## src/rtl/bsg_ready_to_credit_flow_converter_multi.sv

```systemverilog
// Per-channel ready/valid to credit-flow converter with batched credit return.
// Optional overflow saturation and sticky error via BSG_RTCFC_OVERFLOW_CHECK_EN.
module bsg_ready_to_credit_flow_converter_multi #(
  parameter int channels_p       = 1,
  parameter int credit_initial_p = 0,
  parameter int credit_max_val_p = 10,
  parameter int decimation_p     = 1,
  localparam int cw_lp           = $clog2(credit_max_val_p + 1)
) (
  input  logic                          clk_i,
  input  logic                          reset_i,
  input  logic [channels_p-1:0]         v_i,
  output logic [channels_p-1:0]         ready_o,
  output logic [channels_p-1:0]         v_o,
  input  logic [channels_p-1:0]         credit_i,
  output logic [channels_p*cw_lp-1:0]   credit_cnt_o,
  output logic [channels_p-1:0]         error_o
);

  if (channels_p < 1 || decimation_p < 1
      || credit_initial_p > credit_max_val_p
      || decimation_p > credit_max_val_p) begin : g_param_check
    $error("bsg_ready_to_credit_flow_converter_multi: illegal parameter combination");
  end

  localparam logic [cw_lp-1:0] init_lp = cw_lp'(credit_initial_p);

  logic [channels_p-1:0][cw_lp-1:0] cnt_r;
  logic [channels_p-1:0][cw_lp-1:0] cnt_next;

  assign credit_cnt_o = cnt_r;

`ifdef BSG_RTCFC_OVERFLOW_CHECK_EN
  localparam logic [cw_lp:0] dec_wide_lp = (cw_lp + 1)'(decimation_p);
  localparam logic [cw_lp:0] max_wide_lp = (cw_lp + 1)'(credit_max_val_p);

  function automatic logic is_overflow(input logic [cw_lp:0] sum);
    is_overflow = (sum > max_wide_lp);
  endfunction

  function automatic logic [cw_lp-1:0] sat_cnt(input logic [cw_lp:0] sum);
    if (sum > max_wide_lp)
      sat_cnt = cw_lp'(credit_max_val_p);
    else
      sat_cnt = sum[cw_lp-1:0];
  endfunction

  logic [channels_p-1:0] overflow;
  logic [channels_p-1:0] error_r;

  assign error_o = error_r;
`else
  localparam logic [cw_lp-1:0] dec_lp = cw_lp'(decimation_p);

  assign error_o = '0;
`endif

  for (genvar i = 0; i < channels_p; i++) begin : g_ch
    // Ready comes only from the stored count so it never loops back through v_i.
    assign ready_o[i] = (cnt_r[i] != '0);
    assign v_o[i]     = v_i[i] & ready_o[i];

`ifdef BSG_RTCFC_OVERFLOW_CHECK_EN
    logic [cw_lp:0] sum;
    assign sum = {1'b0, cnt_r[i]} - (cw_lp + 1)'(v_o[i])
               + (credit_i[i] ? dec_wide_lp : '0);
    assign overflow[i] = is_overflow(sum);
    assign cnt_next[i] = sat_cnt(sum);

    always_ff @(posedge clk_i) begin
      if (reset_i)
        error_r[i] <= 1'b0;
      else if (overflow[i])
        error_r[i] <= 1'b1;
    end

`ifndef SYNTHESIS
    always_ff @(posedge clk_i) begin
      if (!reset_i && overflow[i])
        $error("bsg_ready_to_credit_flow_converter_multi: credit overflow on channel %0d", i);
    end
`endif
`else
    // Without the check the sum is kept at counter width and simply wraps.
    assign cnt_next[i] = cnt_r[i] - cw_lp'(v_o[i])
                       + (credit_i[i] ? dec_lp : '0);
`endif

    always_ff @(posedge clk_i) begin
      if (reset_i)
        cnt_r[i] <= init_lp;
      else
        cnt_r[i] <= cnt_next[i];
    end
  end

endmodule

```

## config.mk

```make
export PLATFORM = sky130hd
export DESIGN_NAME = bsg_ready_to_credit_flow_converter_multi
export DESIGN_NICKNAME = d
export VERILOG_FILES = /design/src/rtl/bsg_ready_to_credit_flow_converter_multi.sv
export SDC_FILE = /design/constraint.sdc
export NUM_CORES = 1
export LEC_CHECK = 0
export ABC_CLOCK_PERIOD_IN_PS = 2300
export BUFFER_PORTS_ARGS = -buffer_cell sky130_fd_sc_hd__buf_2
export CAP_MARGIN = 30
export CORE_AREA = 2 2 39 41
export CTS_CLUSTER_SIZE = 10
export DETAILED_ROUTE_END_ITERATION = 8
export DIE_AREA = 0 0 41 43
export GPL_TIMING_DRIVEN = 1
export PLACE_DENSITY = 0.41
export SYNTH_ARGS = -nofsm -noshare
export SYNTH_HDL_FRONTEND = slang
export SYNTH_SLANG_ARGS = --single-unit
```

## constraint.sdc

```tcl
create_clock -name clk_i -period 2.3 [get_ports clk_i]
set_clock_uncertainty 0.1 [all_clocks]
set_input_delay 0.46 -clock clk_i [delete_from_list [all_inputs] [get_ports clk_i]]
set_output_delay 0.46 -clock clk_i [all_outputs]
set_load 0.005 [all_outputs]
```

==> results of run 1 <==
-- cell type report --
class / instances / area, µm² / area share
multi-input combinational: 19 / 158 / 0.448
sequential: 4 / 80.1 / 0.228
timing repair buffer: 9 / 45.0 / 0.128
inverter: 7 / 26.3 / 0.0747
clock buffer: 3 / 22.5 / 0.0641
tap: 16 / 20.0 / 0.0569
-- synth_stat cells --
master    count  area share
xor2_1        1       0.032
a21oi_1       1       0.018
buf_4         1       0.028
and2_1        1       0.023
ha_1          5        0.23
inv_1         7       0.097
nand2b_1      1       0.023
nor2b_1       1       0.023
nand3_1       2       0.037
dfxtp_1       4        0.29
fa_1          1       0.074
conb_1        1       0.014
a21oi_2       1       0.032
a31o_1        1       0.032
nor2_1        3       0.041
-- through the flow --
stage               setup WS (ps)  power (W)  std cells  cell area (µm²)
floorplan                     255   0.000326         31              272
global placement              185   0.000415         55              329
detailed placement            204   0.000410         55              329
CTS                           191   0.000499         58              352
global route                 22.4   0.000554         58              352
finish                        217   0.000483         58              352
-- critical path: cells and delay by family (launching register included) --
family | cells | cell delay [ps]
xor gates and xnor gates | 1 | 140
buffers and inverters | 3 | 170
adders and majority gates | 4 | 960
DFF | 1 | 300
and+or+nand+nor | 3 | 290
-- logic make-up after synthesis --
logic type / Yosys count
AND/OR/NAND/NOR: 8
other: 1
AO/OA/AOI/OAI: 3
XOR/XNOR: 1
buffers and inverters: 8
adder cells (fa/ha/maj): 6
flip-flops: 4
-- worst min path at each step --
stage,startpoint,to,slack [ps],cells after the start
final,reset_i,credit_cnt_o[1],350,2
after global routing,reset_i,credit_cnt_o[1],370,2
after CTS,reset_i,credit_cnt_o[1],340,2
after detailed placement,reset_i,credit_cnt_o[1],590,2
after global placement,credit_cnt_o[1],credit_cnt_o[1],580,2
after floorplan,reset_i,credit_cnt_o[1],430,1
-- power by group through the flow --
stage	clock network [W]	logic (W)	registers, W
floorplan	0	0.000204	0.000122
global placement	0	0.000295	0.000120
detailed placement	0	0.000291	0.000119
CTS	0.0000873	0.000293	0.000118
global route	0.0000916	0.000341	0.000121
finish	0.0000817	0.000284	0.000117
-- layer usage --
metal,GRT usage,vias up,part of all wire
li1,-,118,-
met1,0.0682,99,0.36
met2,0.0969,4,0.57
met3,0.0471,0,0.067
met4,0.0400,0,0
met5,0,-,0
==> metrics.yaml, run 1 <==
cts:
  count_of_h_tree_levels_built_during_cts: 1
  postCtsHoldBufs: 0
  tritoncts: "done"
  clk_latency_ps: 230
  cts_inserted_buffers: 3
  cts.sink_count: 4
  root_buffer: "clkbuf_4"
  cts_setup_buffers: 0
  cts.clk_slew.worst_paths_ps: 30
  post_cts.resized_instances: 0
  cts-root-to-sink-buffers: 2
critical_path:
  crit-reg2reg-launch: "credit_cnt_o[2]"
  slowest_stage: "fa_1"
  worstSetupEndpointType: "flip-flop"
  endpoint: "credit_cnt_o[2]"
  startpoint_type: "flip-flop"
  setup.reg_to_reg.worst_slack_ps: 220
  crit_required_ps: 2320
  critical_path.max_stage_delay_ps: 370
  worstPathArrival_ps: 2100
  critPathLaunch: "credit_cnt_o[2]"
  worst-r2r-cell-count: 11
  reg2reg_to: "credit_cnt_o[2]"
  criticalPathCategory: "reg2reg"
  crit_path_cell_trace: "inv_1, ha_1, nand3_1, and2_1, ha_1, inv_1, ha_1, inv_1, fa_1, xor2_1, nor2_1"
  critical_path_peak_fanout: 2
power_and_ir_drop:
  p_clk_frac: 0.169
  power.density_nw_per_um2: 1370
  share_comb_of_total_power: 0.588
  p_seq_frac: 0.243
  p_leak_nw: 0.181
  worst_ir_drop_vdd_uv: 316
  power.share.switching: 0.377
  switching_power_w: 0.000182
  cell_internal_power_w: 0.000301
cells_and_area:
  post-route-util: 0.254
  layout.cells.most_common: "buf_2"
  filler_cell_count: 164
  largest_reg_flops: 4
  area_growth_pct: 29.5
  final_layout_size_suffix_gt1_frac: 0.310
  layout.nets: 54
  antennaDiodeCount: 0
  mostFrequentLayoutCells: "buf_2, inv_1, ha_1, dfxtp_1"
yosys:
  muxShareOfSynthArea: 0
  synth_compound_gate_area_share: 0.0829
  synth_xor_area_frac: 0.0323
  post_synthesis_net_count: 41
  ys_warn_count: 0
  synth_area_um2: 272
  synth_simple_gate_area_frac: 0.147
  largest_family_of_logic_cells_by_synthesized_area: "adder cells"
  synth.ff_latch_count: 4
  post_synth.cell_area_avg_um2: 8.76
  synth_cells: 31
  synth_seq_area_share: 0.295
  netlist-cell-type-count: 15
  post_synth_fa_ha_maj_area_fraction: 0.304
hold_path:
  hold_class: "in2reg"
grt:
  grt_pass1_vias: 205
  number_of_antenna_violations_at_the_first_check_in_global_routing: 0
  grt.overflow.total: 0
  wire_length_of_the_first_global_routing_pass_um: 752
  grt_max_degree: 6
  groute.usage.overall: 0.0675
route:
  final_antenna_violating_net_count: 0
  detail_route.first_pass.iterations: 4
  detail_route.iter0.violations: 1
  detail_route.drc_violations: 0
  vias_per_cell: 3.81
  postRouteWirelength_um: 415
  routed-via-count: 221
  wl_per_cell_um: 7.16
timing:
  max_slew_violation_count: 0
  final-hold-violation-count: 0
  finalSetupViolations: 0
  hold-worst-slack_ps: 347
  min_period_ps: 2080
  rsz_0062_raised_after_global_routing: "false"
  final.period_utilization: 0.905
  max_clock_freq_mhz: 480
  fin_setup_tns_ps: 0
floorplanning:
  floorplan.io_pins: 11
  start_util: 0.196
  core_area_um2: 1380
  floorplan.rows: 14
  design.die.area_um2: 1760
  floorplan.die.width_um: 41
  die_height_um: 43
job:
  drv.max_cap_violation_count: 0
outcome:
  outcome: "finished, final reports clean"
placement:
  gp_routability_congestion: 0.588
  place.detailed.hpwl_um: 402
  portBuffers: 9
Power figures use the tool's default switching activity.
==> run 2: changes to the inputs <==
--- a/config.mk
+++ b/config.mk
@@ -5,15 +5,14 @@
 export SDC_FILE = /design/constraint.sdc
 export NUM_CORES = 1
 export LEC_CHECK = 0
-export ABC_CLOCK_PERIOD_IN_PS = 2300
+export ABC_CLOCK_PERIOD_IN_PS = 2400
 export BUFFER_PORTS_ARGS = -buffer_cell sky130_fd_sc_hd__buf_2
-export CAP_MARGIN = 30
 export CORE_AREA = 2 2 39 41
 export CTS_CLUSTER_SIZE = 10
 export DETAILED_ROUTE_END_ITERATION = 8
 export DIE_AREA = 0 0 41 43
 export GPL_TIMING_DRIVEN = 1
-export PLACE_DENSITY = 0.41
+export PLACE_DENSITY_LB_ADDON = 0.08
 export SYNTH_ARGS = -nofsm -noshare
 export SYNTH_HDL_FRONTEND = slang
 export SYNTH_SLANG_ARGS = --single-unit
==> constraint.sdc (replaced) <==
create_clock -name clk_i -period 2.4 [get_ports clk_i]
set_clock_uncertainty 0.1 [all_clocks]
set_input_delay 0.48 -clock clk_i [delete_from_list [all_inputs] [get_ports clk_i]]
set_output_delay 0.48 -clock clk_i [all_outputs]
set_load 0.005 [all_outputs]
==> run 2 against run 1 <==
Effect of this change: clock power decreased by 0.6%; flip-flop and latch count is the same; setup slack gained 91 ps; sequential share of layout area unchanged; highest routed layer is now met4.
==> metrics.yaml, run 2 (same netlist as run 1, synthesis figures left out) <==
critical_path:
  slowest_stage: "fa_1"
  reg2reg_to: "credit_cnt_o[2]"
  worstPathArrival_ps: 2110
  endpoint: "credit_cnt_o[2]"
  critical_path.max_stage_delay_ps: 370
  setup.reg_to_reg.worst_slack_ps: 310
  criticalPathCategory: "reg2reg"
  startpoint_type: "flip-flop"
  crit_family: "adder cells"
  cp.depth: 11
  crit_required_ps: 2420
  critPathLaunch: "credit_cnt_o[2]"
  worst-r2r-cell-count: 11
  cp_num_buf_inv: 3
  worstSetupEndpointType: "flip-flop"
  crit_path_cell_trace: "inv_1, ha_1, nand3_1, and2_1, ha_1, inv_1, ha_1, inv_1, fa_1, xor2_1, nor2_1"
  critical_path_peak_fanout: 2
  crit-reg2reg-launch: "credit_cnt_o[2]"
cells_and_area:
  area_growth_pct: 29.5
  antennaDiodeCount: 0
  largest_reg_flops: 4
  final_layout_size_suffix_gt1_frac: 0.310
  layout.nets: 54
  layout.cells.most_common: "buf_2"
  design_area_um2: 352
  mostFrequentLayoutCells: "buf_2, inv_1, ha_1, dfxtp_1"
floorplanning:
  floorplan.die.width_um: 41
  floorplan.rows: 14
  start_util: 0.196
  floorplan.io_pins: 11
  core_area_um2: 1380
  design.die.area_um2: 1760
  die_height_um: 43
route:
  vias_per_cell: 3.98
  final_antenna_violating_net_count: 0
  detail_route.iter0.violations: 4
  detail_route.drc_violations: 0
  detail_route.first_pass.iterations: 2
  routed-via-count: 231
  postRouteWirelength_um: 474
  wl_per_cell_um: 8.17
cts:
  root_buffer: "clkbuf_4"
  tritoncts: "done"
  cts-root-to-sink-buffers: 2
  count_of_h_tree_levels_built_during_cts: 1
  cts_inserted_buffers: 3
  cts_setup_buffers: 0
  post_cts.resized_instances: 0
  clk_latency_ps: 230
  cts.clk_slew.worst_paths_ps: 40
  cts.sink_count: 4
  postCtsHoldBufs: 0
hold_path:
  hold_path_cell_cnt: 2
  hold_class: "in2reg"
power_and_ir_drop:
  power_w: 0.000466
  power.density_nw_per_um2: 1330
  p_leak_nw: 0.181
  worst_ir_drop_vdd_uv: 331
timing:
  max_clock_freq_mhz: 478
  final.period_utilization: 0.871
  final-hold-violation-count: 0
  finalSetupViolations: 0
  min_period_ps: 2090
  hold-worst-slack_ps: 361
  fin_setup_tns_ps: 0
  max_slew_violation_count: 0
  rsz_0062_raised_after_global_routing: "false"
grt:
  grt_max_degree: 6
  grt.overflow.total: 0
  groute.usage.overall: 0.0733
  wire_length_of_the_first_global_routing_pass_um: 772
  number_of_antenna_violations_at_the_first_check_in_global_routing: 0
  grt_pass1_vias: 210
placement:
  gp_routability_congestion: 0.666
  place.detailed.hpwl_um: 415
  portBuffers: 9
  placement_stage_cell_area_um2: 329
outcome:
  outcome: "finished, final reports clean"
job:
  drv.max_cap_violation_count: 0
run 2: cell counts in the layout (fill, tap and decap cells not counted):
No cell type changed its count.
run 2: how the worst min path moves through the flow:
stage / end / from / slack, ps
after floorplan: credit_cnt_o[1] / reset_i / 450
after global placement: credit_cnt_o[1] / credit_cnt_o[1] / 570
after detailed placement: credit_cnt_o[1] / credit_cnt_o[1] / 570
after CTS: credit_cnt_o[1] / reset_i / 360
after global routing: credit_cnt_o[1] / reset_i / 360
final: credit_cnt_o[1] / reset_i / 360
run 2: power breakdown:
group / internal, W / switching (W) / leakage, nW
Sequential: 0.0000962 / 0.0000167 / 0.0333
Clock: 0.0000558 / 0.0000254 / 0.0138
Combinational: 0.000136 / 0.000137 / 0.134
run 2: layer usage:
metal | part of all wire | vias to the layer above | global-route usage | routed length [µm]
met5 | 0 | - | 0 | 0
met4 | 0.023 | 0 | 0.100 | 11
met3 | 0.030 | 2 | 0.0314 | 14
met2 | 0.52 | 4 | 0.0938 | 246
met1 | 0.42 | 105 | 0.0707 | 200
li1 | - | 120 | - | -
run 2: metrics by stage:
| stage | cells | util | setup slack [ps] |
|---|---|---|---|
| global route | 58 | 0.254 | 155 |
| global placement | 55 | 0.238 | 285 |
| detailed placement | 55 | 0.238 | 300 |
| floorplan | 31 | - | 355 |
| CTS | 58 | 0.254 | 293 |
| finish | 58 | 0.254 | 309 |
run 2: area by class of cell:
cell class	instances	area, µm²
fill	161	1030
multi-input combinational	19	158
sequential	4	80.1
timing repair buffer	9	45.0
inverter	7	26.3
clock buffer	3	22.5
tap	16	20.0
==> run 3: changes to the inputs <==
--- a/config.mk
+++ b/config.mk
@@ -5,6 +5,7 @@
 export SDC_FILE = /design/constraint.sdc
 export NUM_CORES = 1
 export LEC_CHECK = 0
+export ABC_AREA = 1
 export ABC_CLOCK_PERIOD_IN_PS = 2400
 export BUFFER_PORTS_ARGS = -buffer_cell sky130_fd_sc_hd__buf_2
 export CORE_AREA = 2 2 39 41
==> run 3 against run 2 <==
Effect of this change: synthesized cell count increased by 6.5%; hold slack gained 0.50 ps; global-route usage fell by 0.50 points; synthesized area decreased by 1.8%; sequential power barely moved.
==> metrics.yaml, run 3 <==
yosys:
  post_synth.cell_area_avg_um2: 8.08
  netlist-cell-type-count: 12
  synth_flop_cell: "dfxtp_1"
  ys_warn_count: 0
  synth_largest_type_area_fraction: 0.300
  synth_area_um2: 267
  synthTopCellsByArea: "dfxtp_1, ha_1, inv_1"
  ys_async_sr_fraction: 0
  synthTopCellsByCount: "inv_1, ha_1, dfxtp_1, nor2_1, nand3_1"
  post_synthesis_net_count: 43
  post-synth-top-count-cell: "inv_1"
  synth_seq_area_share: 0.300
  synth.ff_latch_count: 4
  synth_cells: 33
  synth_enable_flop_cells: 0
  post_synthesis_cell_type_with_the_largest_combined_area: "dfxtp_1"
critical_path:
  worstPathArrival_ps: 2110
  crit_path_cell_trace: "inv_1, ha_1, nand3_1, and2_1, ha_1, inv_1, ha_1, inv_1, fa_1, xor2_1, nor2_1"
  criticalPathCategory: "reg2reg"
  critical_path.max_stage_delay_ps: 370
  crit_required_ps: 2420
  cp_num_buf_inv: 3
  worstSetupEndpointType: "flip-flop"
  critical_path_peak_fanout: 2
  startpoint_type: "flip-flop"
  slowest_stage: "fa_1"
  crit_family: "adder cells"
floorplanning:
  start_util: 0.193
  die_height_um: 43
  floorplan.io_pins: 11
  floorplan.rows: 14
  design.die.area_um2: 1760
  core_area_um2: 1380
  floorplan.die.width_um: 41
timing:
  max_slew_violation_count: 0
  finalSetupViolations: 0
  rsz_0062_raised_after_global_routing: "false"
  max_clock_freq_mhz: 479
  min_period_ps: 2090
  final.period_utilization: 0.871
  fin_setup_tns_ps: 0
  final-hold-violation-count: 0
cells_and_area:
  design_area_um2: 347
  area_growth_pct: 30.0
  antennaDiodeCount: 0
  layout.nets: 56
  post-route-util: 0.250
  largest_reg_flops: 4
  final_layout_size_suffix_gt1_frac: 0.273
  mostFrequentLayoutCells: "inv_1, buf_2, ha_1, nor2_1, dfxtp_1"
power_and_ir_drop:
  power.density_nw_per_um2: 1330
  worst_ir_drop_vdd_uv: 405
  power_w: 0.000462
  p_leak_nw: 0.191
cts:
  cts_inserted_buffers: 3
  cts.sink_count: 4
  postCtsHoldBufs: 0
  cts_setup_buffers: 0
  clk_latency_ps: 230
  cts.clk_slew.worst_paths_ps: 40
  count_of_h_tree_levels_built_during_cts: 1
  tritoncts: "done"
  root_buffer: "clkbuf_4"
  post_cts.resized_instances: 0
  cts-root-to-sink-buffers: 2
grt:
  grt_pass1_vias: 212
  grt_max_degree: 5
  wire_length_of_the_first_global_routing_pass_um: 786
  grt.overflow.total: 0
  number_of_antenna_violations_at_the_first_check_in_global_routing: 0
  groute.usage.overall: 0.0683
route:
  final_antenna_violating_net_count: 0
  postRouteWirelength_um: 464
  routed-via-count: 216
  detail_route.drc_violations: 0
  detail_route.iter0.violations: 2
  wl_per_cell_um: 7.73
  vias_per_cell: 3.60
  detail_route.first_pass.iterations: 2
job:
  drv.max_cap_violation_count: 0
placement:
  gp_routability_congestion: 0.626
  place.detailed.hpwl_um: 415
  portBuffers: 9
  placement_stage_cell_area_um2: 324
outcome:
  outcome: "finished, final reports clean"
hold_path:
  hold_class: "in2reg"
-- run 3: where the power goes --
part / switching (W) / leakage (nW) / internal [W] / total, W
registers: 0.0000182 / 0.0333 / 0.0000968 / 0.000115
clock network: 0.0000230 / 0.0138 / 0.0000556 / 0.0000786
logic: 0.000140 / 0.144 / 0.000128 / 0.000269
-- run 3: final timing paths --
| kind | cells past startpoint | start | endpoint | slack (ps) |
|---|---|---|---|---|
| setup / recovery | 11 | credit_cnt_o[2] | credit_cnt_o[2] | 310 |
| hold reg to reg | 4 | credit_cnt_o[3] | credit_cnt_o[3] | 560 |
| setup reg to reg | 11 | credit_cnt_o[2] | credit_cnt_o[2] | 310 |
| hold / removal | 2 | reset_i | credit_cnt_o[0] | 360 |
-- run 3: layer usage --
metal	share of wire	vias up	global-route usage	routed length, µm
met5	0	-	0	0
met4	0.011	0	0.0800	5
met3	0.058	2	0.0157	27
met2	0.45	7	0.0875	208
met1	0.48	88	0.0806	223
li1	-	119	-	-
-- run 3: area by class of cell --
class	count	area, µm²
multi-input cells	19	145
clock buffers	3	22.5
fillers	169	1040
inverters	9	33.8
repair buffers	9	45.0
well taps	16	20.0
flip-flops and latches	4	80.1
-- run 3: cell families after synthesis --
group           Yosys count  synth area share
other cells               1            0.0141
fa+ha+maj                 6             0.310
simple gates              9             0.150
compound gates            2            0.0376
xor+xnor                  1            0.0329
buf+inv                  10             0.155
flops                     4             0.300
-- run 3: metrics by stage --
| stage | instances | hold WS (ps) | setup slack (ps) |
|---|---|---|---|
| 5_1_grt | 60 | 374 | 141 |
| 4_1_cts | 60 | 359 | 279 |
| 6_report | 60 | 362 | 311 |
| 3_5_place_dp | 57 | 558 | 284 |
| 3_3_place_gp | 57 | 541 | 303 |
| 2_1_floorplan | 33 | 447 | 361 |
